[src/rtl/rom_load_receiver.sv]
`default_nettype none
// ============================================================================
// Module      : rom_load_receiver
// Description : Responder end of the ROM-loading handshake. Each word from
//               the on-board loader is written through a request/ready/done
//               port into the QSPI ROM controller at sequential addresses
//               starting from 0. The Hack CPU is held in reset (cpu_hold)
//               while a load session is open or a write is still in flight.
//               Optional macro ROM_LOADER_CHECKSUM_EN adds a running
//               mod-2**DATA_WIDTH sum of the committed words; without it,
//               checksum is tied to 0.
// Revision    : 1.0 - initial release
// ============================================================================
module rom_load_receiver #(
  parameter int DATA_WIDTH    = 16,
  parameter int ADDRESS_WIDTH = 16,
  parameter int MAX_WORDS     = 32768
) (
  input  logic                     clk,
  input  logic                     reset,
  input  logic                     rom_loader_reset,
  input  logic                     rom_loader_load,
  input  logic [DATA_WIDTH-1:0]    rom_loader_data,
  output logic                     rom_loader_load_received,
  output logic                     rom_loader_ack,
  output logic                     mem_request,
  output logic [ADDRESS_WIDTH-1:0] mem_address,
  output logic [DATA_WIDTH-1:0]    mem_data,
  input  logic                     mem_ready,
  input  logic                     mem_done,
  output logic                     cpu_hold,
  output logic [ADDRESS_WIDTH:0]   words_loaded,
  output logic                     overflow,
  output logic [DATA_WIDTH-1:0]    checksum
);

  typedef enum logic [2:0] {
    S_IDLE         = 3'd0,
    S_WAIT_LOAD    = 3'd1,
    S_REQ          = 3'd2,
    S_WAIT_DONE    = 3'd3,
    S_ACK          = 3'd4,
    S_WAIT_RELEASE = 3'd5
  } state_t;

  localparam logic [ADDRESS_WIDTH:0] c_max_words = (ADDRESS_WIDTH+1)'(MAX_WORDS);

  state_t                   r_state;
  state_t                   w_next;
  logic [DATA_WIDTH-1:0]    r_data;
  logic [ADDRESS_WIDTH:0]   r_words;
  logic                     r_overflow;
  logic                     w_clear;
  logic                     w_latch;
  logic                     w_commit;
  logic                     w_set_ovf;

  // State register
  always_ff @(posedge clk) begin
    if (reset) r_state <= S_IDLE;
    else       r_state <= w_next;
  end

  // Next-state and handshake outputs; session close takes priority over a new load
  always_comb begin
    w_next                   = r_state;
    rom_loader_load_received = 1'b0;
    rom_loader_ack           = 1'b0;
    mem_request              = 1'b0;
    w_clear                  = 1'b0;
    w_latch                  = 1'b0;
    w_commit                 = 1'b0;
    w_set_ovf                = 1'b0;
    case (r_state)
      S_IDLE: begin
        if (rom_loader_reset) begin
          w_clear = 1'b1;
          w_next  = S_WAIT_LOAD;
        end
      end
      S_WAIT_LOAD: begin
        if (!rom_loader_reset) begin
          w_next = S_IDLE;
        end else if (rom_loader_load) begin
          rom_loader_load_received = 1'b1;
          w_latch                  = 1'b1;
          if (r_words == c_max_words) begin
            w_set_ovf = 1'b1;
            w_next    = S_ACK;
          end else begin
            w_next = S_REQ;
          end
        end
      end
      S_REQ: begin
        mem_request = 1'b1;
        if (mem_ready) w_next = S_WAIT_DONE;
      end
      S_WAIT_DONE: begin
        // The write finishes even if the session closed meanwhile; only the ack is skipped
        if (mem_done) begin
          w_commit = 1'b1;
          w_next   = rom_loader_reset ? S_ACK : S_IDLE;
        end
      end
      S_ACK: begin
        rom_loader_ack = 1'b1;
        w_next         = rom_loader_reset ? S_WAIT_RELEASE : S_IDLE;
      end
      S_WAIT_RELEASE: begin
        if (!rom_loader_reset)     w_next = S_IDLE;
        else if (!rom_loader_load) w_next = S_WAIT_LOAD;
      end
      default: w_next = S_IDLE;
    endcase
  end

  // Word latch, committed-word counter and sticky overflow flag
  always_ff @(posedge clk) begin
    if (reset) begin
      r_data     <= '0;
      r_words    <= '0;
      r_overflow <= 1'b0;
    end else begin
      if (w_clear) begin
        r_words    <= '0;
        r_overflow <= 1'b0;
      end
      if (w_latch)   r_data     <= rom_loader_data;
      if (w_commit)  r_words    <= r_words + 1'b1;
      if (w_set_ovf) r_overflow <= 1'b1;
    end
  end

`ifdef ROM_LOADER_CHECKSUM_EN
  logic [DATA_WIDTH-1:0] r_checksum;

  // Running sum of committed words, restarted at each session open
  always_ff @(posedge clk) begin
    if (reset)         r_checksum <= '0;
    else if (w_clear)  r_checksum <= '0;
    else if (w_commit) r_checksum <= r_checksum + r_data;
  end

  assign checksum = r_checksum;
`else
  assign checksum = '0;
`endif

  // Address equals the committed count, which never exceeds MAX_WORDS, so it never wraps
  assign mem_address  = r_words[ADDRESS_WIDTH-1:0];
  assign mem_data     = r_data;
  assign words_loaded = r_words;
  assign overflow     = r_overflow;
  assign cpu_hold     = rom_loader_reset | (r_state == S_REQ) | (r_state == S_WAIT_DONE);

endmodule
`default_nettype wire
[config.mk]
export PLATFORM = sky130hd
export DESIGN_NAME = rom_load_receiver
export DESIGN_NICKNAME = d
export VERILOG_FILES = /design/src/rtl/rom_load_receiver.sv
export SDC_FILE = /design/constraint.sdc
export NUM_CORES = 1
export LEC_CHECK = 0
export BUFFER_PORTS_ARGS = -buffer_cell sky130_fd_sc_hd__buf_2
export CAP_MARGIN = 0
export CORE_MARGIN = 4
export CORE_UTILIZATION = 46
export CTS_BUF_LIST = sky130_fd_sc_hd__clkbuf_16
export DETAILED_ROUTE_END_ITERATION = 8
export PLACE_DENSITY = 0.9
export SLEW_MARGIN = 20
export SYNTH_ARGS = -nofsm -noshare
export SYNTH_HDL_FRONTEND = slang
export SYNTH_SLANG_ARGS = --single-unit
export TNS_END_PERCENT = 100
[constraint.sdc]
create_clock -name clk -period 1.9 [get_ports clk]
set_clock_uncertainty 0.1 [all_clocks]
set_input_delay 0.38 -clock clk [delete_from_list [all_inputs] [get_ports clk]]
set_output_delay 0.38 -clock clk [all_outputs]
set_load 0.02 [all_outputs]
Word level (Yosys, flattened, before mapping)
Index checks and enable logic that the tools add are counted.
W data, S select, Z words.

operators by class
  add/sub/neg operators = 1
  equal/unequal tests = 11
  muxes and demuxes = 28
  bitwise logic cells = 2
  reduce and logical (&&, ||, !) cells = 4

operators with widths
  kind                     number
  $mux W17                 2
  $mux W3                  10
  $pmux W3 S6              1
  $add A17 B1 Y17 const B  1
  $eq A17 B16 Y1 const B   1
  $mux W1                  15
  $eq A3 B2 Y1 const B     2
  $eq A3 B3 Y1 const B     2
  $ne A2 B2 Y1 const B     3
  $ne A3 B3 Y1 const B     2
  $reduce_and A5 Y1        1
  $reduce_bool A2 Y1       2
  $eq A3 B1 Y1 const B     1
  $logic_not A3 Y1         1
  $or A1 B1 Y1             2

storage, ports and cells
  register bits = 37
  bits of input ports = 22
  word-level logic and storage cells = 50

Longest topological paths before layout
Gate-level depths: netlist of the first run.

  depth in word-level cells = 6
  depth in mapped cells = 7
  gate-level depth less buffers = 6

Least setup slack after synthesis of the first run
Ideal clock, no wire load.

  path kind = flip-flop to flip-flop
  start point = reg r_words[5] (netlist: words_loaded[5])
  end point = reg r_words[13] (netlist: words_loaded[13])
  arrival = 1728 ps
  data required time = 1741 ps
  path slack = 13 ps
  cell stages (with the launch flop) = 5
  buffers on the path = 0
  path through = dfxtp_1 > nand3_2 > or4_4 > or4_1 > nand2_1

between the ends
  word-level cells in the longest chain between the ends = 2

RTL lines
  element                 RTL line  text
  start, declared         51        logic [ADDRESS_WIDTH:0] r_words;
  start signal, assigned  130       if (w_commit) r_words <= r_words + 1'b1;
  $add A17 B1 Y17         130
  $mux W17                130

No other way between the ends.
A chain may end at the register's enable or synchronous reset.

Final worst setup path of the first run
  start point = reg r_state[1]
  end point = reg r_words[9] (netlist: words_loaded[9])

between the ends
  word-level cells in the longest chain between the ends = 3
  elaborated cells between the ends (all ways) = 6
  classes of those cells = 1 x eq/ne; 3 x mux; 2 x reduce/logical

RTL lines
  element                                                  RTL line  text
  start, declared                                          48        state_t r_state;
  start signal, assigned                                   61        else r_state <= w_next;
  $eq A3 B2 Y1 / $logic_not A3 Y1 (equally long branches)  74        case (r_state)
  $mux W1                                                  74
  $mux W17 / $reduce_bool A2 Y1 (equally long branches)    --

Several ways; a longest one is shown, not always the timed one.

==> results of run 1 <==
power by group through the flow:
stage | sequential [mW] | combinational (mW) | clock (mW)
2_1_floorplan | 0.825 | 0.127 | 0
3_3_place_gp | 0.815 | 0.170 | 0
3_5_place_dp | 0.815 | 0.174 | 0
4_1_cts | 0.799 | 0.175 | 0.775
5_1_grt | 0.801 | 0.198 | 0.810
6_report | 0.800 | 0.181 | 0.754
cell type report:
class	instances	area [um2]
fill	349	1590
inverter	6	22.5
clock buffer	5	125
tap	50	62.6
sequential	37	743
multi-input combinational	176	993
timing repair buffer	93	514
clock inverter	1	5.00
worst reg2reg max path: stages (launching register included):
cell and delay [ps]:
dfxtp_1 420, nand4b_4 150, buf_4 170, or3_2 500
o211ai_1 210, o41ai_1 100
worst min-delay path by stage:
stage	cells past startpoint	startpoint	to
floorplan	2	rom_loader_data[0]	mem_data[0]
global placement	2	mem_data[14]	mem_data[14]
detailed placement	2	mem_data[1]	mem_data[1]
CTS	3	rom_loader_data[12]	mem_data[12]
global route	3	rom_loader_data[0]	mem_data[0]
finish	3	rom_loader_data[0]	mem_data[0]
flip-flops by register name, summed over array words and instances (netlist names):
register,flops
mem_data,16
overflow,1
r_state,3
words_loaded,17
metal layers:
layer	wire length, um	GRT usage (%)	up-vias
li1	-	-	935
met1	1950	21.6	881
met2	2280	29.4	88
met3	497	6.34	13
met4	138	10.9	0
met5	0	0	-
layout by cell type (no fill, tap or decap), types with 3 or more instances in the layout:
cell type and count:
nand3b_1 3, o211ai_1 3, buf_2 75, conb_1 16, nor3_1 3, a21oi_1 23, inv_1 5, clkbuf_16 5
nand4_1 4, nand3_2 3, dfxtp_1 35, nor2_1 15, nand2b_1 5, nor4_1 5, buf_4 17, mux2i_1 4
o21ai_0 6, nand2_1 50
kinds of logic (layout without fill, tap and decap cells):
logic type | count (synthesis) | count (layout) | synth area share (%)
compound gates | 39 | 39 | 11.4
mux | 6 | 6 | 3.19
xor+xnor | 3 | 3 | 1.34
flops | 37 | 37 | 37.8
simple gates | 110 | 110 | 29.1
fa+ha+maj | 2 | 2 | 1.28
buf+inv | 47 | 105 | 15.7
other cells | 1 | 16 | 0.192
==> impl_metrics.sql, run 1 <==
INSERT INTO impl_metrics (metric_group, metric, value, unit) VALUES
('outcome', 'outcome', 'finished clean', ''),
('place', 'place_inst', '362', ''),
('detailed_routing', 'routed_wl', '4.87', 'mm'),
('worst_setup_path', 'required', '1960', 'ps'),
('sta', 'max_clock_freq', '562', 'MHz'),
('logic_synthesis', 'post_synth_main_area_contributors', 'dfxtp_1, buf_4, nand2_1', ''),
('floorplan', 'design.die.area', '0.00536', 'mm2'),
('sta', 'setup_violations', '0', ''),
('worst_setup_path', 'ff2ff_setup_slack', '120', 'ps'),
('sta', 'finalCriticalPeriod', '1780', 'ps'),
('final_layout', 'n_antenna_cell', '0', ''),
('power', 'vdd.ir_drop.worst', '0.654', 'mV'),
('logic_synthesis', 'synth-main-ff-cell', 'dfxtp_1', ''),
('logic_synthesis', 'netlist-cell-type-count', '45', ''),
('worst_setup_path', 'end_kind', 'flip-flop', ''),
('detailed_routing', 'route.detailed.wl_per_inst', '13.2', 'um'),
('worst_setup_path', 'worst_path_max_delay_cell', 'or3_2', ''),
('sta', 'timing_hold_violations_final', '0', ''),
('worst_setup_path', 'cp_max_fo', '5', ''),
('logic_synthesis', 'ys_seq_area_share', '37.8', '%'),
('worst_setup_path', 'critical_path.max_stage_delay', '500', 'ps'),
('logic_synthesis', 'ys.warnings.count', '0', ''),
('sta', 'final.period_utilization', '93.6', '%'),
('clock_network', 'cts_root_buffer', 'clkbuf_16', ''),
('worst_setup_path', 'path_depth', '5', ''),
('detailed_routing', 'postRouteAntennaNets', '0', ''),
('power', 'power.combinational.fraction', '10.4', '%'),
('clock_network', 'clock_latency', '280', 'ps'),
('worst_setup_path', 'critPathLaunch', 'r_state[1]', ''),
('sta', 'rsz_0062_raised_after_global_routing', 'no', ''),
('final_layout', 'area_growth_syn_to_fin', '25.9', '%'),
('detailed_routing', 'drt_drc_violations_left', '0', ''),
('power', 'share_seq_of_total_power', '46.1', '%'),
('power', 'power', '1.73', 'mW'),
('global_route', 'via_count_of_the_first_global_routing_pass', '1810', ''),
('worst_setup_path', 'critPathArrivalTime', '1840', 'ps'),
('worst_setup_path', 'path_delay_family', 'simple AND/OR/NAND/NOR gates', ''),
('logic_synthesis', 'syn-instance-count', '245', ''),
('power', 'netSwitchingFraction', '24.0', '%'),
('worst_setup_path', 'crit_path_start_kind', 'flip-flop', ''),
('global_route', 'grt_antenna_before_repair', '0', ''),
('clock_network', 'post_cts_resize_count', '1', ''),
('clock_network', 'clock-sinks', '37', ''),
('logic_synthesis', 'synth_async_reset_ratio', '0', '%'),
('final_layout', 'finalNetCount', '343', ''),
('worst_setup_path', 'timing.rr.end', 'words_loaded[9]', ''),
('global_route', 'gr-total-overflow', '0', ''),
('final_layout', 'finalNonFillerCells', '368', ''),
('final_layout', 'final_core_density', '60.8', '%'),
('worst_setup_path', 'cp_num_buf_inv', '1', ''),
('worst_setup_path', 'critical_path.reg2reg.startpoint', 'r_state[1]', ''),
('sta', 'postLayoutSetupSlackWorst', '121', 'ps'),
('worst_setup_path', 'timing_worst_setup_path_type', 'reg -> reg', ''),
('sta', 'setup_total_negative_slack', '0', 'ps'),
('sta', 'slew_violations', '0', ''),
('power', 'power_density', '703', 'mW/mm2'),
('place', 'dp_slack', '75.1', 'ps'),
('clock_network', 'ctsHtreeMaxLevel', '2', ''),
('floorplan', 'placementRows', '23', ''),
('worst_setup_path', 'timing.critical_path.cells', 'nand4b_4, buf_4, or3_2, o211ai_1, o41ai_1', ''),
('clock_network', 'post-cts-setup-buffers', '0', ''),
('detailed_routing', 'route.detailed.vias_per_inst', '5.21', ''),
('detailed_routing', 'vias', '1917', ''),
('floorplan', 'boundaryPins', '92', ''),
('worst_setup_path', 'critical_path.endpoint', 'words_loaded[9]', ''),
('power', 'p_int', '1.32', 'mW'),
('global_route', 'grt_start_max_net_pins', '27', ''),
('clock_network', 'cts.hold.buffers_added', '0', ''),
('place', 'routabilityCongestion', '0.804', ''),
('detailed_routing', 'drt_iter0_drc', '120', ''),
('floorplan', 'fp.dieW', '73.2', 'um');
Note: power is estimated with default switching activity, not from simulation.
==> run 2: changes to the inputs <==
Settings changed: CORE_ASPECT_RATIO set to 2.
==> impl_metrics.sql, run 2 (synthesized netlist as in run 1, its figures left out) <==
INSERT INTO impl_metrics (metric_group, metric, value, unit) VALUES
('clock_network', 'clock_latency', '290', 'ps'),
('detailed_routing', 'routed_wl', '5.04', 'mm'),
('power', 'clkPwrFrac', '44.5', '%'),
('clock_network', 'tritoncts', 'built', ''),
('final_layout', 'finalNetCount', '347', ''),
('place', 'place.detailed.hpwl', '3.92', 'mm'),
('power', 'share_seq_of_total_power', '45.1', '%'),
('clock_network', 'clock-sinks', '37', ''),
('final_layout', 'final_core_density', '61.2', '%'),
('clock_network', 'clockBufferDepth', '2', ''),
('floorplan', 'initial_core_util', '47.9', '%'),
('floorplan', 'boundaryPins', '92', ''),
('sta', 'slew_violations', '0', ''),
('place', 'port_buffers', '75', ''),
('final_layout', 'finalNonFillerCells', '375', ''),
('global_route', 'via_count_of_the_first_global_routing_pass', '1837', ''),
('final_layout', 'n_fill_cell', '371', ''),
('outcome', 'outcome', 'finished clean', ''),
('clock_network', 'inserted_clock_buffers', '5', ''),
('final_layout', 'layout_common_cells', 'buf_2, nand2_1, dfxtp_1', ''),
('place', 'dp_slack', '59.4', 'ps'),
('worst_setup_path', 'critical_path.max_stage_delay', '360', 'ps'),
('sta', 'postLayoutSetupSlackWorst', '73.6', 'ps'),
('clock_network', 'post-cts-setup-buffers', '0', ''),
('power', 'p_leak', '1.22', 'nW'),
('place', 'placed_cell_area', '0.00234', 'mm2'),
('worst_setup_path', 'cp_max_fo', '7', ''),
('worst_setup_path', 'timing_worst_setup_path_type', 'reg -> out', ''),
('floorplan', 'core_area', '0.00409', 'mm2'),
('floorplan', 'fp.dieW', '54.1', 'um'),
('power', 'netSwitchingFraction', '25.2', '%'),
('detailed_routing', 'drt_iter0_drc', '43', ''),
('sta', 'setup_violations', '0', ''),
('detailed_routing', 'initial_drt_pass_iterations', '4', ''),
('worst_setup_path', 'path_delay_family', 'buffers and inverters', ''),
('place', 'place_inst', '368', ''),
('clock_network', 'clk_pin_slew_worst_paths', '60', 'ps'),
('clock_network', 'ctsHtreeMaxLevel', '2', ''),
('final_layout', 'area_growth_syn_to_fin', '27.7', '%'),
('flow_run', 'max-cap-violations', '0', ''),
('power', 'total_switching_power', '448', 'uW'),
('detailed_routing', 'route.detailed.wl_per_inst', '13.4', 'um'),
('global_route', 'gr-total-overflow', '0', ''),
('sta', 'rsz_0062_raised_after_global_routing', 'yes', ''),
('final_layout', 'final_layout_size_suffix_gt1_share', '36.5', '%'),
('worst_setup_path', 'timing.critical_path.cells', 'buf_4, nor2b_4, nand3_2, clkinv_1, buf_2', ''),
('final_layout', 'final_common_cell', 'buf_2', ''),
('clock_network', 'cts.hold.buffers_added', '0', ''),
('power', 'power_density', '712', 'mW/mm2'),
('clock_network', 'cts_root_buffer', 'clkbuf_16', ''),
('sta', 'setup_total_negative_slack', '0', 'ps'),
('sta', 'final.period_utilization', '96.1', '%'),
('sta', 'max_clock_freq', '548', 'MHz'),
('global_route', 'grt_pass1_wl', '8.30', 'mm'),
('worst_setup_path', 'critPathArrivalTime', '1350', 'ps'),
('final_layout', 'n_antenna_cell', '0', ''),
('final_layout', 'multi_input_comb_area', '992', 'um2'),
('global_route', 'grt_use_total', '20.7', '%'),
('final_layout', 'largest_reg_flops', '17', ''),
('sta', 'fin_hold_ws', '228', 'ps'),
('worst_setup_path', 'worst_path_max_delay_cell', 'dfxtp_2', ''),
('worst_setup_path', 'required', '1420', 'ps'),
('global_route', 'grt_start_max_net_pins', '17', ''),
('floorplan', 'design.die.area', '0.00543', 'mm2'),
('power', 'power.combinational.fraction', '10.5', '%'),
('power', 'vdd.ir_drop.worst', '0.649', 'mV'),
('final_layout', 'seq_area', '743', 'um2'),
('floorplan', 'placementRows', '33', ''),
('detailed_routing', 'drt_drc_violations_left', '0', ''),
('worst_setup_path', 'crit_path_start_kind', 'flip-flop', ''),
('final_layout', 'postLayoutCellArea', '0.00250', 'mm2'),
('global_route', 'grt_antenna_before_repair', '0', ''),
('worst_hold_path', 'hold_class', 'in -> reg', ''),
('detailed_routing', 'route.detailed.vias_per_inst', '5.19', ''),
('sta', 'finalCriticalPeriod', '1830', 'ps'),
('power', 'p_int', '1.33', 'mW'),
('sta', 'timing_hold_violations_final', '0', ''),
('place', 'routabilityCongestion', '0.915', ''),
('worst_setup_path', 'end_kind', 'output pin', ''),
('detailed_routing', 'vias', '1946', ''),
('power', 'power', '1.78', 'mW'),
('worst_setup_path', 'cp_num_buf_inv', '3', ''),
('floorplan', 'die_height', '100', 'um'),
('detailed_routing', 'postRouteAntennaNets', '0', '');
run 2: cell count changes in the layout (fill, tap and decap cells not counted), sizes merged:
| cell | before | now |
|---|---|---|
| buf | 93 | 97 |
| clkinvlp | 0 | 1 |
run 2: path summary, 6_finish.rpt:
path | start | cells after the start | slack (ps) | endpoint
worst max register to register | words_loaded[1] | 5 | 140 | words_loaded[10]
worst min register to register | mem_data[7] | 2 | 350 | mem_data[7]
worst max-delay path | r_state[1] | 5 | 70 | rom_loader_load_received
worst min-delay path | rom_loader_data[8] | 3 | 230 | mem_data[8]
run 2: final cells by class:
type | count | area share [%]
inverters | 6 | 0.901
flip-flops and latches | 37 | 29.7
repair buffers | 97 | 21.6
well taps | 52 | 2.60
clock inverters | 2 | 0.450
multi-input cells | 176 | 39.7
clock buffers | 5 | 5.01
run 2: power by group through the flow:
stage	Sequential [mW]	Combinational, mW	Clock, mW
2_1_floorplan	0.825	0.127	0
3_3_place_gp	0.817	0.178	0
3_5_place_dp	0.817	0.181	0
4_1_cts	0.801	0.185	0.811
5_1_grt	0.804	0.206	0.843
6_report	0.802	0.187	0.791
run 2: timing repair:
action,CTS,global route
endpoints found under the setup margin,1,4
gates resized for setup,5,3
pin swaps,0,0
gates cloned,0,0
endpoints found under the hold margin,0,0
run 2: worst min-delay path: stages:
cell	delay, ps
buf_2	90
nand2_1	40
a21oi_1	50
run 2: per-layer routing:
| layer | global-route usage (%) | share of wire (%) | up-vias |
|---|---|---|---|
| met5 | 0 | 0 | - |
| met2 | 35.6 | 57 | 91 |
| met1 | 20.9 | 32 | 895 |
| li1 | - | - | 946 |
| met3 | 5.79 | 8.2 | 14 |
| met4 | 11.9 | 2.4 | 0 |
